--- src/rtl/acc_alu_unit.sv ---
// Accumulator ALU: ACC <= ACC op B with C/Z/N/V flag registers, load bus, halt and done pulse.
// Optional macro ACC_ALU_SHIFT_EN adds SHL (1000) and SHR (1001); otherwise codes 1000-1111 are NOPs.
module acc_alu_unit #(
    parameter int WIDTH = 8
) (
    input  logic             CLK,
    input  logic             RESET,
    input  logic             HLT,
    input  logic             A_load,
    input  logic             B_load,
    input  logic             exec,
    input  logic [3:0]       op,
    input  logic [WIDTH-1:0] data_in,
    output logic [WIDTH-1:0] A_out,
    output logic             c_out,
    output logic             z_out,
    output logic             n_out,
    output logic             v_out,
    output logic             done
);

    localparam logic [3:0] OP_ADD   = 4'b0000;
    localparam logic [3:0] OP_SUB   = 4'b0001;
    localparam logic [3:0] OP_ADC   = 4'b0010;
    localparam logic [3:0] OP_SBB   = 4'b0011;
    localparam logic [3:0] OP_AND   = 4'b0100;
    localparam logic [3:0] OP_OR    = 4'b0101;
    localparam logic [3:0] OP_XOR   = 4'b0110;
    localparam logic [3:0] OP_PASSB = 4'b0111;
`ifdef ACC_ALU_SHIFT_EN
    localparam logic [3:0] OP_SHL   = 4'b1000;
    localparam logic [3:0] OP_SHR   = 4'b1001;
`endif

    logic [WIDTH-1:0] acc_q, acc_d;
    logic [WIDTH-1:0] b_q, b_d;
    logic             c_q, c_d;
    logic             z_q, z_d;
    logic             n_q, n_d;
    logic             v_q, v_d;
    logic             done_q, done_d;

    logic [WIDTH-1:0] b_eff_s;
    logic             cin_s;
    logic [WIDTH:0]   sum_s;
    logic [WIDTH-1:0] res_s;
    logic             res_c_s;
    logic             res_v_s;
    logic             op_valid_s;

    // Adder operand selection: subtraction is ACC + ~B + carry-in.
    always_comb begin
        b_eff_s = b_q;
        cin_s   = 1'b0;
        case (op)
            OP_ADD: begin
                b_eff_s = b_q;
                cin_s   = 1'b0;
            end
            OP_ADC: begin
                b_eff_s = b_q;
                cin_s   = c_q;
            end
            OP_SUB: begin
                b_eff_s = ~b_q;
                cin_s   = 1'b1;
            end
            OP_SBB: begin
                b_eff_s = ~b_q;
                cin_s   = c_q;
            end
            default: begin
                b_eff_s = b_q;
                cin_s   = 1'b0;
            end
        endcase
        sum_s = {1'b0, acc_q} + {1'b0, b_eff_s} + {{WIDTH{1'b0}}, cin_s};
    end

    // Result and carry/overflow for the selected operation; NOP codes leave op_valid_s low.
    always_comb begin
        res_s      = acc_q;
        res_c_s    = c_q;
        res_v_s    = v_q;
        op_valid_s = 1'b0;
        case (op)
            OP_ADD, OP_ADC, OP_SUB, OP_SBB: begin
                res_s      = sum_s[WIDTH-1:0];
                res_c_s    = sum_s[WIDTH];
                res_v_s    = (acc_q[WIDTH-1] == b_eff_s[WIDTH-1]) &&
                             (sum_s[WIDTH-1] != acc_q[WIDTH-1]);
                op_valid_s = 1'b1;
            end
            OP_AND: begin
                res_s      = acc_q & b_q;
                res_c_s    = 1'b0;
                res_v_s    = 1'b0;
                op_valid_s = 1'b1;
            end
            OP_OR: begin
                res_s      = acc_q | b_q;
                res_c_s    = 1'b0;
                res_v_s    = 1'b0;
                op_valid_s = 1'b1;
            end
            OP_XOR: begin
                res_s      = acc_q ^ b_q;
                res_c_s    = 1'b0;
                res_v_s    = 1'b0;
                op_valid_s = 1'b1;
            end
            OP_PASSB: begin
                res_s      = b_q;
                res_c_s    = 1'b0;
                res_v_s    = 1'b0;
                op_valid_s = 1'b1;
            end
`ifdef ACC_ALU_SHIFT_EN
            OP_SHL: begin
                res_s      = {acc_q[WIDTH-2:0], 1'b0};
                res_c_s    = acc_q[WIDTH-1];
                res_v_s    = 1'b0;
                op_valid_s = 1'b1;
            end
            OP_SHR: begin
                res_s      = {1'b0, acc_q[WIDTH-1:1]};
                res_c_s    = acc_q[0];
                res_v_s    = 1'b0;
                op_valid_s = 1'b1;
            end
`endif
            default: begin
                res_s      = acc_q;
                res_c_s    = c_q;
                res_v_s    = v_q;
                op_valid_s = 1'b0;
            end
        endcase
    end

    // Next state: HLT freezes everything, A_load beats exec, B_load updates B after the op reads it.
    always_comb begin
        acc_d  = acc_q;
        b_d    = b_q;
        c_d    = c_q;
        z_d    = z_q;
        n_d    = n_q;
        v_d    = v_q;
        done_d = 1'b0;
        if (HLT) begin
            done_d = 1'b0;
        end else begin
            if (B_load) begin
                b_d = data_in;
            end else begin
                b_d = b_q;
            end
            if (A_load) begin
                acc_d = data_in;
            end else if (exec) begin
                done_d = 1'b1;
                if (op_valid_s) begin
                    acc_d = res_s;
                    c_d   = res_c_s;
                    z_d   = (res_s == {WIDTH{1'b0}});
                    n_d   = res_s[WIDTH-1];
                    v_d   = res_v_s;
                end else begin
                    acc_d = acc_q;
                end
            end else begin
                done_d = 1'b0;
            end
        end
    end

    // State registers with asynchronous clear.
    always_ff @(posedge CLK or posedge RESET) begin
        if (RESET) begin
            acc_q  <= {WIDTH{1'b0}};
            b_q    <= {WIDTH{1'b0}};
            c_q    <= 1'b0;
            z_q    <= 1'b0;
            n_q    <= 1'b0;
            v_q    <= 1'b0;
            done_q <= 1'b0;
        end else begin
            acc_q  <= acc_d;
            b_q    <= b_d;
            c_q    <= c_d;
            z_q    <= z_d;
            n_q    <= n_d;
            v_q    <= v_d;
            done_q <= done_d;
        end
    end

    assign A_out = acc_q;
    assign c_out = c_q;
    assign z_out = z_q;
    assign n_out = n_q;
    assign v_out = v_q;
    assign done  = done_q;

endmodule

--- config.mk ---
export PLATFORM = sky130hd
export DESIGN_NAME = acc_alu_unit
export DESIGN_NICKNAME = d
export VERILOG_FILES = /design/src/rtl/acc_alu_unit.sv
export SDC_FILE = /design/constraint.sdc
export NUM_CORES = 1
export LEC_CHECK = 0
export ABC_AREA = 1
export ABC_CLOCK_PERIOD_IN_PS = 3210
export CAP_MARGIN = 20
export CORE_ASPECT_RATIO = 1.4
export CORE_UTILIZATION = 40
export DETAILED_ROUTE_END_ITERATION = 10
export GPL_ROUTABILITY_DRIVEN = 0
export PLACE_DENSITY = 0.61
export SLEW_MARGIN = 20
export SYNTH_ARGS = -nofsm -noshare
export SYNTH_HDL_FRONTEND = slang
export SYNTH_SLANG_ARGS = --single-unit
--- constraint.sdc ---
create_clock -name CLK -period 3.21 [get_ports CLK]
set_input_delay 0.642 -clock CLK [delete_from_list [all_inputs] [get_ports CLK]]
set_output_delay 0.642 -clock CLK [all_outputs]
set_load 0.01 [all_outputs]
==> qor.yml, run 1 <==
status: "completed"
fin_skew_ps: 3.59
start_kind: "primary input"
ir_drop_v: 0.000160
drc: 0
critPathCaptureType: "register"
gr-total-overflow: 0
viasPerCell: 5.04
drive_gt1_share_pct: 7.23
hold_viol_final: 0
cts_root_buf: "clkbuf_8"
rows: 30
post_cts_buffers: 0
grt_pass1_wl_mm: 9.56
cellLeakagePower_nw: 1.32
grt_setup_unrepaired: "false"
fin_setup_tns_ps: 0
antenna_left: 0
yosysWarnings: 0
fmax_mhz: 342
maxSlewHeadroom_pct: 39.0
core_um2: 4840
grt_pass1_vias: 2064
wl_per_cell_um: 14.3
fin_ws_ps: 283
yosysTopAreaCell: "dfrtp_1"
num-nets-final: 390
clkTransAtPathRegs_ps: 90
start_util_pct: 41.6
synth_cells: 302
vias: 2068
ys_types: 27
placement.io_buffers: 30
path_max_fanout: 3
netlist_area_um2: 2010
fin_crit_sh_pct: 91.2
numCtsBuffers: 3
synthTopCellsByArea: "dfrtp_1, nand2_1, ha_1, inv_1, nand3_1"
cts_sinks: 21
track_usage_pct: 24.9
holdCritPathClass: "register to register"
powerDensity_nw_per_um2: 424
drt_pass1_iterations: 4
clk-insertion-delay-late_ps: 270
cts_tree: "built"
dp_cells: 406
fin_crit_ps: 2930
synth_area_per_cell_um2: 6.67
grt_max_degree: 22
dp_hpwl_mm: 4.62
pre_cts_ws_ps: -59.2
synth_top_cell_area_share_pct: 26.1
power_mw: 1.07
drt_iter0_markers: 86
syn_nets: 345
layoutNonFillerInstCount: 410
clock_path_buffers: 2
wl_mm: 5.87
antenna_found_initial: 0
setup_viol: 0
die_y_um: 86.0
htreeDepth: 1
worstPathRequired_ps: 3360
maxCapViolCount: 0
die_area_um2: 5330
worstMarginPinSlew_ps: 913
criticalPathCategory: "primary input to register"
yosysSeqAreaShare_pct: 26.1
fp.dieW_um: 62.0
drv_slew: 0
final_util_pct: 52.2
ys_ff_latch: 21
cp_data_arrival_time_ps: 3080
io_pins: 31
syn2layout_area_growth_pct: 25.5
diodes: 0
-- flip-flops by register name, summed over array words and instances, names as in the netlist --
register / count
v_out: 1
c_out: 1
n_out: 1
b_q: 8
done: 1
A_out: 8
z_out: 1
-- synthesized netlist by cell type --
| cell | instances |
|---|---|
| nand2_1 | 83 |
| inv_1 | 47 |
| nor2_1 | 31 |
| nand3_1 | 26 |
| ha_1 | 23 |
| dfrtp_1 | 21 |
| o21ai_0 | 18 |
| a21oi_1 | 14 |
| xor2_1 | 9 |
| nand3b_1 | 6 |
| nor2_2 | 3 |
| o22ai_1 | 3 |
| clkbuf_1 | 2 |
| fa_1 | 2 |
| o21ai_1 | 2 |
| a22oi_1 | 1 |
| a31oi_1 | 1 |
| buf_2 | 1 |
| buf_4 | 1 |
| inv_2 | 1 |
| nand4_1 | 1 |
| nor3_1 | 1 |
| nor3_2 | 1 |
| nor4_2 | 1 |
| o21ai_2 | 1 |
| o21bai_1 | 1 |
| o31ai_1 | 1 |
-- worst paths after layout --
path                       startpoint       end  slack (ps)  cells past startpoint
max in group asynchronous       RESET  A_out[7]        1790                      2
hold / removal                  v_out     v_out         490                      2
min in group asynchronous       RESET    b_q[0]         860                      2
hold reg to reg                 v_out     v_out         490                      2
setup / recovery                op[3]  A_out[6]         280                     16
setup reg to reg               b_q[0]  A_out[6]         850                     14
-- power breakdown --
part	internal [mW]	total (mW)	switching, mW
clock network	0.0890	0.192	0.103
registers	0.306	0.355	0.0490
logic	0.232	0.525	0.293
total	0.627	1.07	0.445
-- logic make-up (layout without fill, tap and decap cells) --
group,Yosys count,count (layout),share of synthesized area (%)
buffers and inverters,52,96,9.94
XOR/XNOR,9,9,3.91
AND/OR/NAND/NOR,153,153,32.5
adder cells (fa/ha/maj),25,25,16.3
AO/OA/AOI/OAI,42,42,11.2
flip-flops,21,21,26.1
-- per-stage QoR --
step / instance area [um2] / hold slack (ps)
after detailed placement: 2480 / 474
after global routing: 2530 / 542
after floorplan: 2010 / 499
after CTS: 2520 / 495
after global placement: 2480 / 484
final: 2530 / 495
-- cell type report --
cell class	instances	area, um2
well taps	64	80.1
clock buffers	4	45.0
flip-flops and latches	21	526
repair buffers	44	405
inverters	48	180
fillers	489	2310
multi-input cells	229	1290
-- routing by layer --
metal / vias to the layer above / wire [um] / GRT usage (%) / part of all wire [%]
li1: 1051 / - / - / -
met1: 943 / 2460 / 30.3 / 42
met2: 60 / 2980 / 41.1 / 51
met3: 14 / 255 / 2.26 / 4.3
met4: 0 / 173 / 14.1 / 2.9
met5: - / 0 / 0 / 0
-- layout by cell type, fill, tap and decap left out, types with 6 or more instances in the layout --
cell type	synthesis	routed
nor2_1	31	31
nand3b_1	6	6
nand2_1	83	83
xor2_1	9	9
ha_1	23	23
buf_4	1	14
nand3_1	26	26
clkdlybuf4s50_1	0	30
o21ai_0	18	18
dfrtp_1	21	21
a21oi_1	14	14
inv_1	47	47
-- worst max-delay path: stages --
cell and delay [ps]:
clkdlybuf4s50_1 460, nor2_2 140, nand2_1 90, xor2_1 170
fa_2 380, fa_1 400, nand2_1 90, nand3_1 110
nand3b_1 120, nand3_1 70, nand2_1 60, nor2_1 40
nor2_1 120, nand2_1 60, nand2_1 50, o21ai_0 60
-- what timing repair did --
item | CTS | global route
hold buffers | 0 | 0
endpoints found under the hold margin | 0 | 0
resized for setup | 0 | 1
endpoints found under the setup margin | 0 | 1
Power figures use the tool's default switching activity.
==> inputs of run 2 (changes only) <==
==> constraint.sdc (replaced) <==
create_clock -name CLK -period 3.21 [get_ports CLK]
set_input_delay 0.642 -clock CLK [delete_from_list [all_inputs] [get_ports CLK]]
set_output_delay 0.642 -clock CLK [all_outputs]
set_load 0.1 [all_outputs]
==> run 2 against run 1 <==
Via count is 1.5% lower. Critical path type unchanged. Clock power decreased by 3%. Die area is the same. Cell count is the same. Power increased by 17%.
==> qor.yml, run 2 (same netlist as run 1, synthesis figures left out) <==
path_max_fanout: 3  # unchanged
criticalPathCategory: "primary input to register"  # unchanged
die_area_um2: 5330  # unchanged
worstPathRequired_ps: 3350  # was 3360 ps
start_util_pct: 41.6  # unchanged
drt_pass1_iterations: 4  # unchanged
drv_slew: 0  # unchanged
wl_mm: 5.91  # was 5.87 mm
pre_cts_ws_ps: -59.9  # was -59.2 ps
final_util_pct: 51.5  # was 52.2%
met2_usage_pct: 41.0  # was 41.1%
cp_top_family: "simple AND/OR/NAND/NOR gates"  # unchanged
vias: 2036  # was 2,068
cp_data_arrival_time_ps: 3150  # was 3080 ps
post_cts_buffers: 0  # unchanged
power_mw: 1.26  # was 1.07 mW
grt_pass1_vias: 1968  # was 2,064
grt_max_degree: 22  # unchanged
syn2layout_area_growth_pct: 23.7  # was 25.5%
fin_skew_ps: 3.28  # was 3.59 ps
cts_root_buf: "clkbuf_8"  # unchanged
dp_hpwl_mm: 4.61  # was 4.62 mm
layout_common_cells: "nand2_1, inv_1, nor2_1, buf_4, nand3_1"  # was nand2_1, inv_1, nor2_1, clkdlybuf4s50_1, nand3_1
worstMarginPinSlew_ps: 911  # was 913 ps
setup_viol: 0  # unchanged
fp.dieW_um: 62.0  # unchanged
grt_pass1_wl_mm: 9.32  # was 9.56 mm
maxSlewHeadroom_pct: 39.2  # was 39.0%
fin_crit_ps: 3010  # was 2930 ps
num-nets-final: 390  # unchanged
path_buf_inv: 1  # unchanged
cts_hold_buf: 0  # unchanged
worstPathCellList: "clkdlybuf4s50_1 > nor2_2 > nand2_1 > xor2_1 > fa_1 > fa_1 > nand2_1 > nand3_1 > nand3b_1 > nand3_1 > nand2_1 > nor2_1 > nor2_1 > nand2_1 > nand2_1 > o21ai_0"  # was clkdlybuf4s50_1 > nor2_2 > nand2_1 > xor2_1 > fa_2 > fa_1 > nand2_1 > nand3_1 > nand3b_1 > nand3_1 > nand2_1 > nor2_1 > nor2_1 > nand2_1 > nand2_1 > o21ai_0
numCtsBuffers: 3  # unchanged
cts_sinks: 21  # unchanged
rows: 30  # unchanged
use_met1_pct: 29.7  # was 30.3%
antenna_found_initial: 0  # unchanged
gr-total-overflow: 0  # unchanged
start_kind: "primary input"  # unchanged
drive_gt1_share_pct: 10.7  # was 7.23%
status: "completed"  # unchanged
ir_drop_v: 0.000219  # was 0.000160 V
cellLeakagePower_nw: 1.34  # was 1.32 nW
gr-usage-met3_pct: 2.41  # was 2.26%
fin_crit_sh_pct: 93.7  # was 91.2%
dp_cells: 406  # unchanged
drt_iter0_markers: 93  # was 86
slowest_stage: "clkdlybuf4s50_1"  # unchanged
viasPerCell: 4.97  # was 5.04
core_um2: 4840  # unchanged
cts-resized-gates: 0  # unchanged
path_common_cell: "nand2_1"  # unchanged
maxCapViolCount: 0  # unchanged
powerDensity_nw_per_um2: 505  # was 424 nW/um2
htreeDepth: 1  # unchanged
wl_per_cell_um: 14.4  # was 14.3 um
clock_path_buffers: 2  # unchanged
diodes: 0  # unchanged
fin_ws_ps: 203  # was 283 ps
clkTransAtPathRegs_ps: 90  # about the same
whs_ps: 506  # was 495 ps
busiest_layer: "met2"  # unchanged
holdCritPathClass: "register to register"  # unchanged
clk-insertion-delay-late_ps: 260  # was 270 ps
drc: 0  # unchanged
die_y_um: 86.0  # unchanged
hold_viol_final: 0  # unchanged
grt_setup_unrepaired: "false"  # unchanged
fillCellCount: 483  # was 489
antenna_left: 0  # unchanged
layoutNonFillerInstCount: 410  # unchanged
critPathMaxStageDelay_ps: 460  # about the same
fmax_mhz: 333  # was 342 MHz
critPathCaptureType: "register"  # unchanged
final_common_cell: "nand2_1"  # unchanged
placement.io_buffers: 30  # unchanged
io_pins: 31  # unchanged
cts_tree: "built"  # unchanged
track_usage_pct: 24.0  # was 24.9%
[run 2: cell count changes in the layout (fill, tap and decap cells not counted)]
cell | previous run | this run
buf_4 | 14 | 27
fa_2 | 1 | 0
fa_1 | 1 | 2
clkdlybuf4s50_1 | 30 | 17
[run 2: where the power goes]
part           total (mW)  internal (mW)  switching [mW]
sequential          0.356          0.306          0.0504
clock               0.186         0.0887          0.0971
combinational       0.717          0.220           0.497
total                1.26          0.614           0.645
[run 2: final timing paths]
check / from / to / slack (ps) / depth (start not counted)
hold reg to reg: v_out / v_out / 510 / 2
setup / recovery: op[3] / A_out[6] / 200 / 16
setup reg to reg: c_out / A_out[6] / 770 / 14
min in group asynchronous: RESET / A_out[0] / 870 / 2
hold / removal: v_out / v_out / 510 / 2
max in group asynchronous: RESET / A_out[6] / 1790 / 2
[run 2: layout make-up]
| class | count | area (um2) | area share [%] |
|---|---|---|---|
| sequential | 21 | 526 | 21.1 |
| clock buffer | 4 | 45.0 | 1.81 |
| inverter | 48 | 180 | 7.23 |
| timing repair buffer | 44 | 373 | 15.0 |
| multi-input combinational | 229 | 1290 | 51.7 |
| tap | 64 | 80.1 | 3.21 |
[run 2: tightest hold or removal path, stage by stage, from the launching register on]
cell	delay (ps)
dfrtp_1	360
nand2_1	50
o31ai_1	60
[run 2: layer usage]
layer / vias to the layer above / share of wire, %
met5: - / 0
met4: 0 / 2.3
met1: 931 / 43
met3: 11 / 2.8
li1: 1052 / -
met2: 42 / 52
[run 2: stage by stage]
step                      area, um2  setup TNS, ps
after CTS                      2490              0
final                          2490              0
after global routing           2490              0
after global placement         2450          -9.07
after detailed placement       2450          -75.4
after floorplan                2010              0
